[src/rtl/fp_align_shifter_if.sv]
// Operand/result handshake bundle for the FPU alignment shifter.
// The master side feeds operands and consumes results; the slave side is the shifter.
interface fp_align_shifter_if #(
  parameter int unsigned MANT_W  = 24,
  parameter int unsigned SHIFT_W = 5
);
  logic               in_valid;
  logic               in_ready;
  logic               sign_in;
  logic [MANT_W-1:0]  mant_in;
  logic [SHIFT_W-1:0] shift_in;
  logic               out_valid;
  logic               out_ready;
  logic               sign_out;
  logic [MANT_W-1:0]  mant_out;
  logic               guard_out;
  logic               round_out;
  logic               sticky_out;

  modport master (
    output in_valid, sign_in, mant_in, shift_in, out_ready,
    input  in_ready, out_valid, sign_out, mant_out, guard_out, round_out, sticky_out
  );

  modport slave (
    input  in_valid, sign_in, mant_in, shift_in, out_ready,
    output in_ready, out_valid, sign_out, mant_out, guard_out, round_out, sticky_out
  );
endinterface

[src/rtl/fp_align_shifter.sv]
// Sequential right-shift mantissa aligner for FP add/sub: shifts up to STEP bits
// per cycle and collects guard, round and sticky bits for the rounder.
module fp_align_shifter #(
  parameter int unsigned MANT_W  = 24,
  parameter int unsigned SHIFT_W = 5,
  parameter int unsigned STEP    = 4
) (
  input logic               clk,
  input logic               rst_n,
  fp_align_shifter_if.slave bus
);
  localparam int unsigned EXT_W = MANT_W + 2;
  localparam int unsigned CLAMP = MANT_W + 3;
  localparam int unsigned REM_W = $clog2(CLAMP + 1);

  localparam logic [1:0] S_IDLE  = 2'd0;
  localparam logic [1:0] S_SHIFT = 2'd1;
  localparam logic [1:0] S_DONE  = 2'd2;

  logic [1:0]       r_state;
  logic [EXT_W-1:0] r_ext;
  logic             r_sticky;
  logic             r_sign;
  logic [REM_W-1:0] r_rem;

  logic [31:0]      w_shift_wide;
  logic [REM_W-1:0] w_rem_load;
  logic [REM_W-1:0] w_k;
  logic [REM_W-1:0] w_rem_next;
  logic [EXT_W-1:0] w_ext_next;
  logic             w_lost;

  assign w_shift_wide = 32'(bus.shift_in);

  // Any shift of CLAMP or more pushes every mantissa bit past the round position.
  always_comb begin
    w_rem_load = REM_W'(w_shift_wide);
    if (w_shift_wide >= 32'(CLAMP)) begin
      w_rem_load = REM_W'(CLAMP);
    end
  end

  always_comb begin
    w_k = r_rem;
    if (r_rem > REM_W'(STEP)) begin
      w_k = REM_W'(STEP);
    end
  end

  assign w_ext_next = r_ext >> w_k;
  assign w_rem_next = r_rem - w_k;

  // Bits falling off ext[0] this cycle feed the sticky accumulator.
  always_comb begin
    w_lost = 1'b0;
    for (int unsigned i = 0; i < STEP; i++) begin
      if (REM_W'(i) < w_k) begin
        w_lost = w_lost | r_ext[i];
      end
    end
  end

  always_ff @(posedge clk or negedge rst_n) begin
    if (!rst_n) begin
      r_state  <= S_IDLE;
      r_ext    <= '0;
      r_sticky <= 1'b0;
      r_sign   <= 1'b0;
      r_rem    <= '0;
    end else begin
      case (r_state)
        S_IDLE: begin
          if (bus.in_valid) begin
            r_ext    <= {bus.mant_in, 2'b00};
            r_sticky <= 1'b0;
            r_sign   <= bus.sign_in;
            r_rem    <= w_rem_load;
            r_state  <= (w_rem_load == '0) ? S_DONE : S_SHIFT;
          end
        end
        S_SHIFT: begin
          r_ext    <= w_ext_next;
          r_sticky <= r_sticky | w_lost;
          r_rem    <= w_rem_next;
          if (w_rem_next == '0) begin
            r_state <= S_DONE;
          end
        end
        S_DONE: begin
          if (bus.out_ready) begin
            r_state <= S_IDLE;
          end
        end
        default: r_state <= S_IDLE;
      endcase
    end
  end

  assign bus.in_ready   = (r_state == S_IDLE);
  assign bus.out_valid  = (r_state == S_DONE);
  assign bus.sign_out   = r_sign;
  assign bus.mant_out   = r_ext[EXT_W-1:2];
  assign bus.guard_out  = r_ext[1];
  assign bus.round_out  = r_ext[0];
  assign bus.sticky_out = r_sticky;
endmodule

[src/flat_wrapper.sv]
// flat-port wrapper written by rule: the top's interface ports become plain ports
module fp_align_shifter_flat 
#(
  parameter int unsigned MANT_W  = 24,
  parameter int unsigned SHIFT_W = 5,
  parameter int unsigned STEP    = 4
)
  (clk, rst_n, bus_in_valid, bus_sign_in, bus_mant_in, bus_shift_in, bus_out_ready, bus_in_ready, bus_out_valid, bus_sign_out, bus_mant_out, bus_guard_out, bus_round_out, bus_sticky_out);
  fp_align_shifter_if #(.MANT_W(MANT_W), .SHIFT_W(SHIFT_W)) bus_i ();
  input logic clk;
  input logic rst_n;
  input wire logic [$bits(bus_i.in_valid)-1:0] bus_in_valid;
  input wire logic [$bits(bus_i.sign_in)-1:0] bus_sign_in;
  input wire logic [$bits(bus_i.mant_in)-1:0] bus_mant_in;
  input wire logic [$bits(bus_i.shift_in)-1:0] bus_shift_in;
  input wire logic [$bits(bus_i.out_ready)-1:0] bus_out_ready;
  output wire logic [$bits(bus_i.in_ready)-1:0] bus_in_ready;
  output wire logic [$bits(bus_i.out_valid)-1:0] bus_out_valid;
  output wire logic [$bits(bus_i.sign_out)-1:0] bus_sign_out;
  output wire logic [$bits(bus_i.mant_out)-1:0] bus_mant_out;
  output wire logic [$bits(bus_i.guard_out)-1:0] bus_guard_out;
  output wire logic [$bits(bus_i.round_out)-1:0] bus_round_out;
  output wire logic [$bits(bus_i.sticky_out)-1:0] bus_sticky_out;
  assign bus_i.in_valid = bus_in_valid;
  assign bus_i.sign_in = bus_sign_in;
  assign bus_i.mant_in = bus_mant_in;
  assign bus_i.shift_in = bus_shift_in;
  assign bus_i.out_ready = bus_out_ready;
  assign bus_in_ready = bus_i.in_ready;
  assign bus_out_valid = bus_i.out_valid;
  assign bus_sign_out = bus_i.sign_out;
  assign bus_mant_out = bus_i.mant_out;
  assign bus_guard_out = bus_i.guard_out;
  assign bus_round_out = bus_i.round_out;
  assign bus_sticky_out = bus_i.sticky_out;
  fp_align_shifter #(.MANT_W(MANT_W), .SHIFT_W(SHIFT_W), .STEP(STEP)) u_core (.clk(clk), .rst_n(rst_n), .bus(bus_i));
endmodule
[config.mk]
export PLATFORM = sky130hd
export DESIGN_NAME = fp_align_shifter_flat
export DESIGN_NICKNAME = d
export VERILOG_FILES = /design/src/rtl/fp_align_shifter_if.sv /design/src/rtl/fp_align_shifter.sv /design/src/flat_wrapper.sv
export SDC_FILE = /design/constraint.sdc
export NUM_CORES = 1
export LEC_CHECK = 0
export ABC_AREA = 1
export BUFFER_PORTS_ARGS = -buffer_cell sky130_fd_sc_hd__buf_2
export CAP_MARGIN = 20
export CORE_ASPECT_RATIO = 1.2
export CORE_MARGIN = 10
export CORE_UTILIZATION = 35
export DETAILED_ROUTE_END_ITERATION = 8
export PLACE_DENSITY = 0.54
export SYNTH_ARGS = -nofsm -noshare
export SYNTH_HDL_FRONTEND = slang
export SYNTH_SLANG_ARGS = --single-unit
[constraint.sdc]
create_clock -name clk -period 2.85 [get_ports clk]
set_input_delay 0.4275 -clock clk [delete_from_list [all_inputs] [get_ports clk]]
set_output_delay 0.4275 -clock clk [all_outputs]
set_load 0.02 [all_outputs]
==> metrics.csv, run 1 <==
stage,metric,value,unit
finish,ANT cells,0,
clocking,CTS root buffer,clkbuf_8,
synthesis,Post-Syn Instances,400,
worst_setup_path,"Req. time, crit path",3040,ps
clocking,"Clk Latency, worst-skew pair",290,ps
synthesis,count of cell types in the netlist,32,
clocking,CTS resizes,0,
finish,share of layout cells above drive strength 1,20.4,%
clocking,clk buf depth,2,
die,core area,7620,um2
clocking,TritonCTS Buffers,5,
finish,area of the multi-input gates,1520,um2
worst_setup_path,Crit Path Category,reg -> reg,
synthesis,main area contributors after synthesis,"dfrtp_1 (32%), nand2_1 (13%), nand3_1 (9.0%)",
finish,Reg area,876,um2
die,Chip Height,116,um
routing,DRT iter0 DRCs,219,
pwr,Reg power frac,24.0,%
routing,routed wire length,8650,um
clocking,Setup Buffers After CTS,0,
synthesis,Yosys warnings,0,
worst_setup_path,crit end category,flop,
placed_design,placed cell count,537,
routing,routed vias,2897,
worst_setup_path,r2r endpoint,u_core.r_ext[13],
pwr,VDD IR max,0.640,mV
synthesis,total nets after synthesis,435,
clocking,CTS tree,yes,
clocking,cts hold-fix bufs,0,
die,die area,11700,um2
synthesis,Synth area leader,dfrtp_1,
pwr,Pwr Density,1350,nW/um2
global_route,first-pass GRT wire length,14100,um
pwr,Sw Pwr,2.35,mW
die,Die Width,100,um
routing,Routed wire per std cell,15.9,um
worst_setup_path,r2r worst-path depth,9,
global_route,largest net degree at the start of global routing,48,
routing,drt first pass iters,4,
clocking,clk slew on worst S/H paths,80,ps
global_route,Total GRT Usage,14.7,%
sta,min Tclk post-route,2050,ps
finish,post-route insts no fill,544,
synthesis,Mapped Avg Cell Area,6.78,um2
placed_design,port bufs,63,
finish,synth-to-layout area growth,15.2,%
sta,skew final,5.42,ps
routing,DR vias/cell,5.33,
pwr,Comb power frac,67.0,%
hold_path,Min-Delay Path Class,in -> async,
sta,Tcrit/Tclk final,71.9,%
finish,fill count,855,
worst_setup_path,R2R Path Start,u_core.r_rem[4],
worst_setup_path,startpoint class of the critical path,flop,
run_status,status,completed,
sta,Final Hold Slack,232,ps
routing,Post-route DRC,0,
worst_setup_path,worst reg2reg setup slack,800,ps
placed_design,final HPWL from detailed placement,6360,um
sta,Worst-Margin Slew,828,ps
finish,nets@finish,487,
die,# rows,35,
pwr,P_int,1.88,mW
sta,Slew HR,44.8,%
sta,final setup violation count,0,
sta,RSZ-0062 raised after global routing,false,
worst_setup_path,data arrival time of the critical path,2240,ps
global_route,GRT overflow,0,
synthesis,Post-Syn Area,2710,um2
pwr,sw frac,55.6,%
die,initial core utilization,35.6,%
worst_setup_path,Worst setup endpoint,u_core.r_ext[13],
sta,"Hold Violations, Final",0,
die,# IOs,64,
placed_design,GPL Wtd Cong,0.858,
clocking,H-tree lvl count,2,
run,Max Cap Violations,0,
finish,Util after Layout,41.0,%
clocking,clk sink count,35,
global_route,vias in the first global route,2798,
global_route,initial antenna violation count,0,
pwr,static leakage,1.53,nW
worst_setup_path,Worst Path Max Fanout,28,
worst_setup_path,Worst setup startpoint,u_core.r_rem[4],
sta,max-slew violations,0,
synthesis,Synth top area share,32.3,%
sta,Setup TNS,0,ps
synthesis,sequential cell area fraction in the yosys report,32.3,%
sta,Peak Freq,0.488,GHz
synthesis,Seq cells post-synth,35,
pwr,Clock power frac,9.0,%
routing,Final ANT Viol Nets,0,
stage by stage:
stage | worst slack, ps | power (mW) | cell area, um2
after global placement | 813 | 3.86 | 3040
final | 800 | 4.23 | 3120
after global routing | 631 | 4.67 | 3120
after floorplan | 1220 | 3.15 | 2710
after CTS | 811 | 4.26 | 3120
after detailed placement | 808 | 3.87 | 3040
critical path: stages (launching register included):
cell and delay (ps):
dfrtp_1 420, nor2_4 140, nand2_4 220, nor2_2 520
buf_4 290, nand3_1 90, nand2_1 70, nor2_1 50
nor2_1 90, nor2_1 50
routing by layer:
metal  GRT usage (%)  wire [um]  vias to the layer above
li1                -          -                     1454
met1            18.8       3850                     1350
met2            24.3       4200                       87
met3            3.61        524                        6
met4            3.49         68                        0
met5               0          0                        -
area by class of cell:
| class | instances | share of cell area, % |
|---|---|---|
| Timing Repair Buffer | 67 | 11.1 |
| Clock buffer | 6 | 2.64 |
| Tap cell | 92 | 3.69 |
| Inverter | 47 | 5.65 |
| Sequential cell | 35 | 28.0 |
| Multi-Input combinational cell | 296 | 48.8 |
| Clock inverter | 1 | 0.160 |
sequential cells by signal, summed over array words and instances (netlist names):
signal,cells
u_core.r_ext,26
u_core.r_rem,5
u_core.r_state,2
u_core.bus.sign_out,1
u_core.bus.sticky_out,1
cell usage after synthesis:
cell,n
a21boi_1,14
o22ai_1,2
nand2_4,1
nand3b_1,1
o211ai_1,28
buf_6,5
inv_1,43
nor2_4,2
nand2_1,96
dfrtp_1,35
clkbuf_1,7
nor2_2,3
or2_2,4
buf_2,6
a2bb2oi_1,1
nor2_1,19
nand3_1,49
conb_1,1
inv_2,4
a31oi_1,1
a21oi_1,24
ha_1,1
nor2_8,1
nor3_1,1
nand2_2,2
nand4_1,2
o31ai_1,1
buf_1,2
o21ai_0,38
mux2_2,1
a22oi_1,3
buf_4,2
logic make-up (layout without fill, tap and decap cells):
kind of cell / after synthesis / count (layout) / synth area share, %
and+or+nand+nor: 181 / 181 / 30.0
AOI/OAI and AO/OA: 112 / 112 / 25.2
buffers and inverters: 69 / 121 / 11.5
DFF: 35 / 35 / 32.3
adders and majority gates: 1 / 1 / 0.462
other: 1 / 1 / 0.138
muxes: 1 / 1 / 0.415
cells in the final DEF, fill, tap and decap left out, drive strengths merged, types with 6 or more instances in the layout:
cell type and count:
buf 67, nand2 99, nand3 49, o21ai 38
a21boi 14, dfrtp 35, clkbuf 6, o211ai 28
a21oi 24, nor2 25, inv 47
power groups by stage:
stage	Combinational, mW	Clock (mW)	Sequential (mW)
global placement	2.83	0	1.03
CTS	2.85	0.394	1.02
global route	3.19	0.418	1.06
finish	2.84	0.379	1.02
detailed placement	2.84	0	1.03
floorplan	1.92	0	1.22
worst min-delay path by stage:
stage | startpoint | end | slack (ps) | cells after the start
floorplan | rst_n | u_core.bus.sign_out | 130 | 0
global placement | u_core.bus.sign_out | u_core.bus.sign_out | 490 | 1
detailed placement | u_core.bus.sign_out | u_core.bus.sign_out | 500 | 1
CTS | rst_n | u_core.r_ext[7] | 270 | 1
global route | rst_n | u_core.r_ext[4] | 320 | 1
finish | rst_n | u_core.r_ext[4] | 230 | 1
(Power assumes the default switching activity.)
==> inputs of run 2 (changes only) <==
Clock period 2.85 ns to 1.9 ns, I/O delays scaled along.
==> metrics.csv, run 2 (same netlist as run 1, synthesis figures left out) <==
stage,metric,value,unit
run_status,status,completed,
clocking,CTS tree,yes,
placed_design,final HPWL from detailed placement,6570,um
worst_setup_path,data arrival time of the critical path,1890,ps
clocking,clk slew on worst S/H paths,80,ps
sta,Final Hold Slack,30.5,ps
worst_setup_path,r2r worst-path depth,13,
worst_setup_path,crit end category,flop,
clocking,TritonCTS Buffers,5,
pwr,P_int,3.06,mW
placed_design,port bufs,63,
die,# IOs,64,
pwr,total power,6.67,mW
die,core area,7620,um2
global_route,largest net degree at the start of global routing,48,
finish,"leading cell types in the layout, fill and taps excluded","nand2_1 (95), buf_2 (63), nand3_1 (49)",
worst_setup_path,"Req. time, crit path",2090,ps
routing,DRT iter0 DRCs,242,
pwr,Reg power frac,23.2,%
routing,Final ANT Viol Nets,0,
sta,Setup TNS,0,ps
run,Max Cap Violations,0,
die,Chip Height,116,um
pwr,Pwr Density,2050,nW/um2
worst_setup_path,Crit Path Category,reg -> reg,
sta,skew final,5.35,ps
clocking,clk buf depth,2,
clocking,CTS root buffer,clkbuf_8,
clocking,H-tree lvl count,2,
routing,DR vias/cell,5.30,
pwr,VDD IR max,0.859,mV
finish,max reg flops,26,
pwr,static leakage,1.60,nW
finish,share of layout cells above drive strength 1,22.4,%
finish,"commonest non-fill, non-tap cell in the layout",nand2_1,
global_route,vias in the first global route,2900,
sta,RSZ-0062 raised after global routing,false,
finish,most flop-heavy register,u_core.r_ext,
sta,min Tclk post-route,1700,ps
clocking,"Clk Latency, worst-skew pair",290,ps
worst_setup_path,startpoint class of the critical path,flop,
global_route,GRT overflow,0,
routing,drt first pass iters,6,
routing,routed vias,2946,
sta,Peak Freq,0.588,GHz
die,# rows,35,
global_route,Total GRT Usage,15.4,%
routing,Post-route DRC,0,
global_route,first-pass GRT wire length,14700,um
die,initial core utilization,35.6,%
clocking,cts hold-fix bufs,0,
sta,"Hold Violations, Final",0,
pwr,sw frac,54.2,%
pwr,Clock power frac,9.4,%
sta,final setup violation count,0,
placed_design,GPL Wtd Cong,0.851,
die,die area,11700,um2
sta,Tcrit/Tclk final,89.5,%
hold_path,Min-Delay Path Class,in -> async,
routing,routed wire length,8810,um
sta,max-slew violations,0,
clocking,clk sink count,35,
finish,nets@finish,498,
routing,Routed wire per std cell,15.8,um
worst_setup_path,Worst Path Max Fanout,9,
pwr,Comb power frac,67.4,%
pwr,Sw Pwr,3.61,mW
finish,ANT cells,0,
die,Die Width,100,um
finish,Largest regs,"u_core.r_ext x26, u_core.r_rem x5, u_core.r_state x2",
global_route,initial antenna violation count,0,
finish,synth-to-layout area growth,20.1,%
[run 2: final cells by class]
cell class	count	area (um2)
sequential	35	876
multi-input combinational	296	1530
tap	92	115
inverter	47	176
timing repair buffer	78	453
fill	849	4370
clock buffer	8	100
[run 2: worst max-delay path: stages (launching register included)]
cell	delay, ps
dfrtp_1	430
nor2_4	190
nand2_8	110
nand2_2	100
ha_1	170
inv_1	70
nand2_1	70
nand2_1	40
nand2_1	50
nand2_1	80
nand2_1	70
nand2_1	80
nand3_1	90
nand2_1	50
[run 2: worst paths after layout]
kind	startpoint	to	slack, ps
worst max register to register	u_core.r_rem[3]	u_core.r_state[1]	200
min in group clk	bus_sign_in	u_core.bus.sign_out	220
worst min register to register	u_core.bus.sign_out	u_core.bus.sign_out	510
max in group asynchronous	rst_n	u_core.r_ext[22]	1550
worst max-delay path	u_core.r_rem[3]	u_core.r_state[1]	200
worst min-delay path	rst_n	u_core.r_ext[5]	30
[run 2: what timing repair did]
action / in CTS / in global routing
endpoints found under the setup margin: 0 / 4
gates resized for setup: 0 / 3
buffers inserted: 0 / 1
[run 2: power by group through the flow]
stage | clock network, mW | registers [mW] | logic (mW)
6_report | 0.629 | 1.55 | 4.50
2_1_floorplan | 0 | 1.83 | 2.89
5_1_grt | 0.672 | 1.61 | 5.05
3_3_place_gp | 0 | 1.54 | 4.44
3_5_place_dp | 0 | 1.56 | 4.46
4_1_cts | 0.640 | 1.54 | 4.47
[run 2: through the flow]
step                util (%)  area [um2]  worst slack, ps  std cells
floorplan                  -        2710              275        400
global placement        41.1        3140              233        547
detailed placement      41.1        3140              160        547
CTS                     42.5        3240              139        555
global route            42.7        3250             30.1        556
finish                  42.7        3250              200        556
[run 2: layer usage]
metal / part of all wire [%] / GRT usage (%)
met1: 44 / 19.8
met2: 48 / 24.9
met3: 6.9 / 3.96
met4: 1.2 / 4.25
met5: 0 / 0
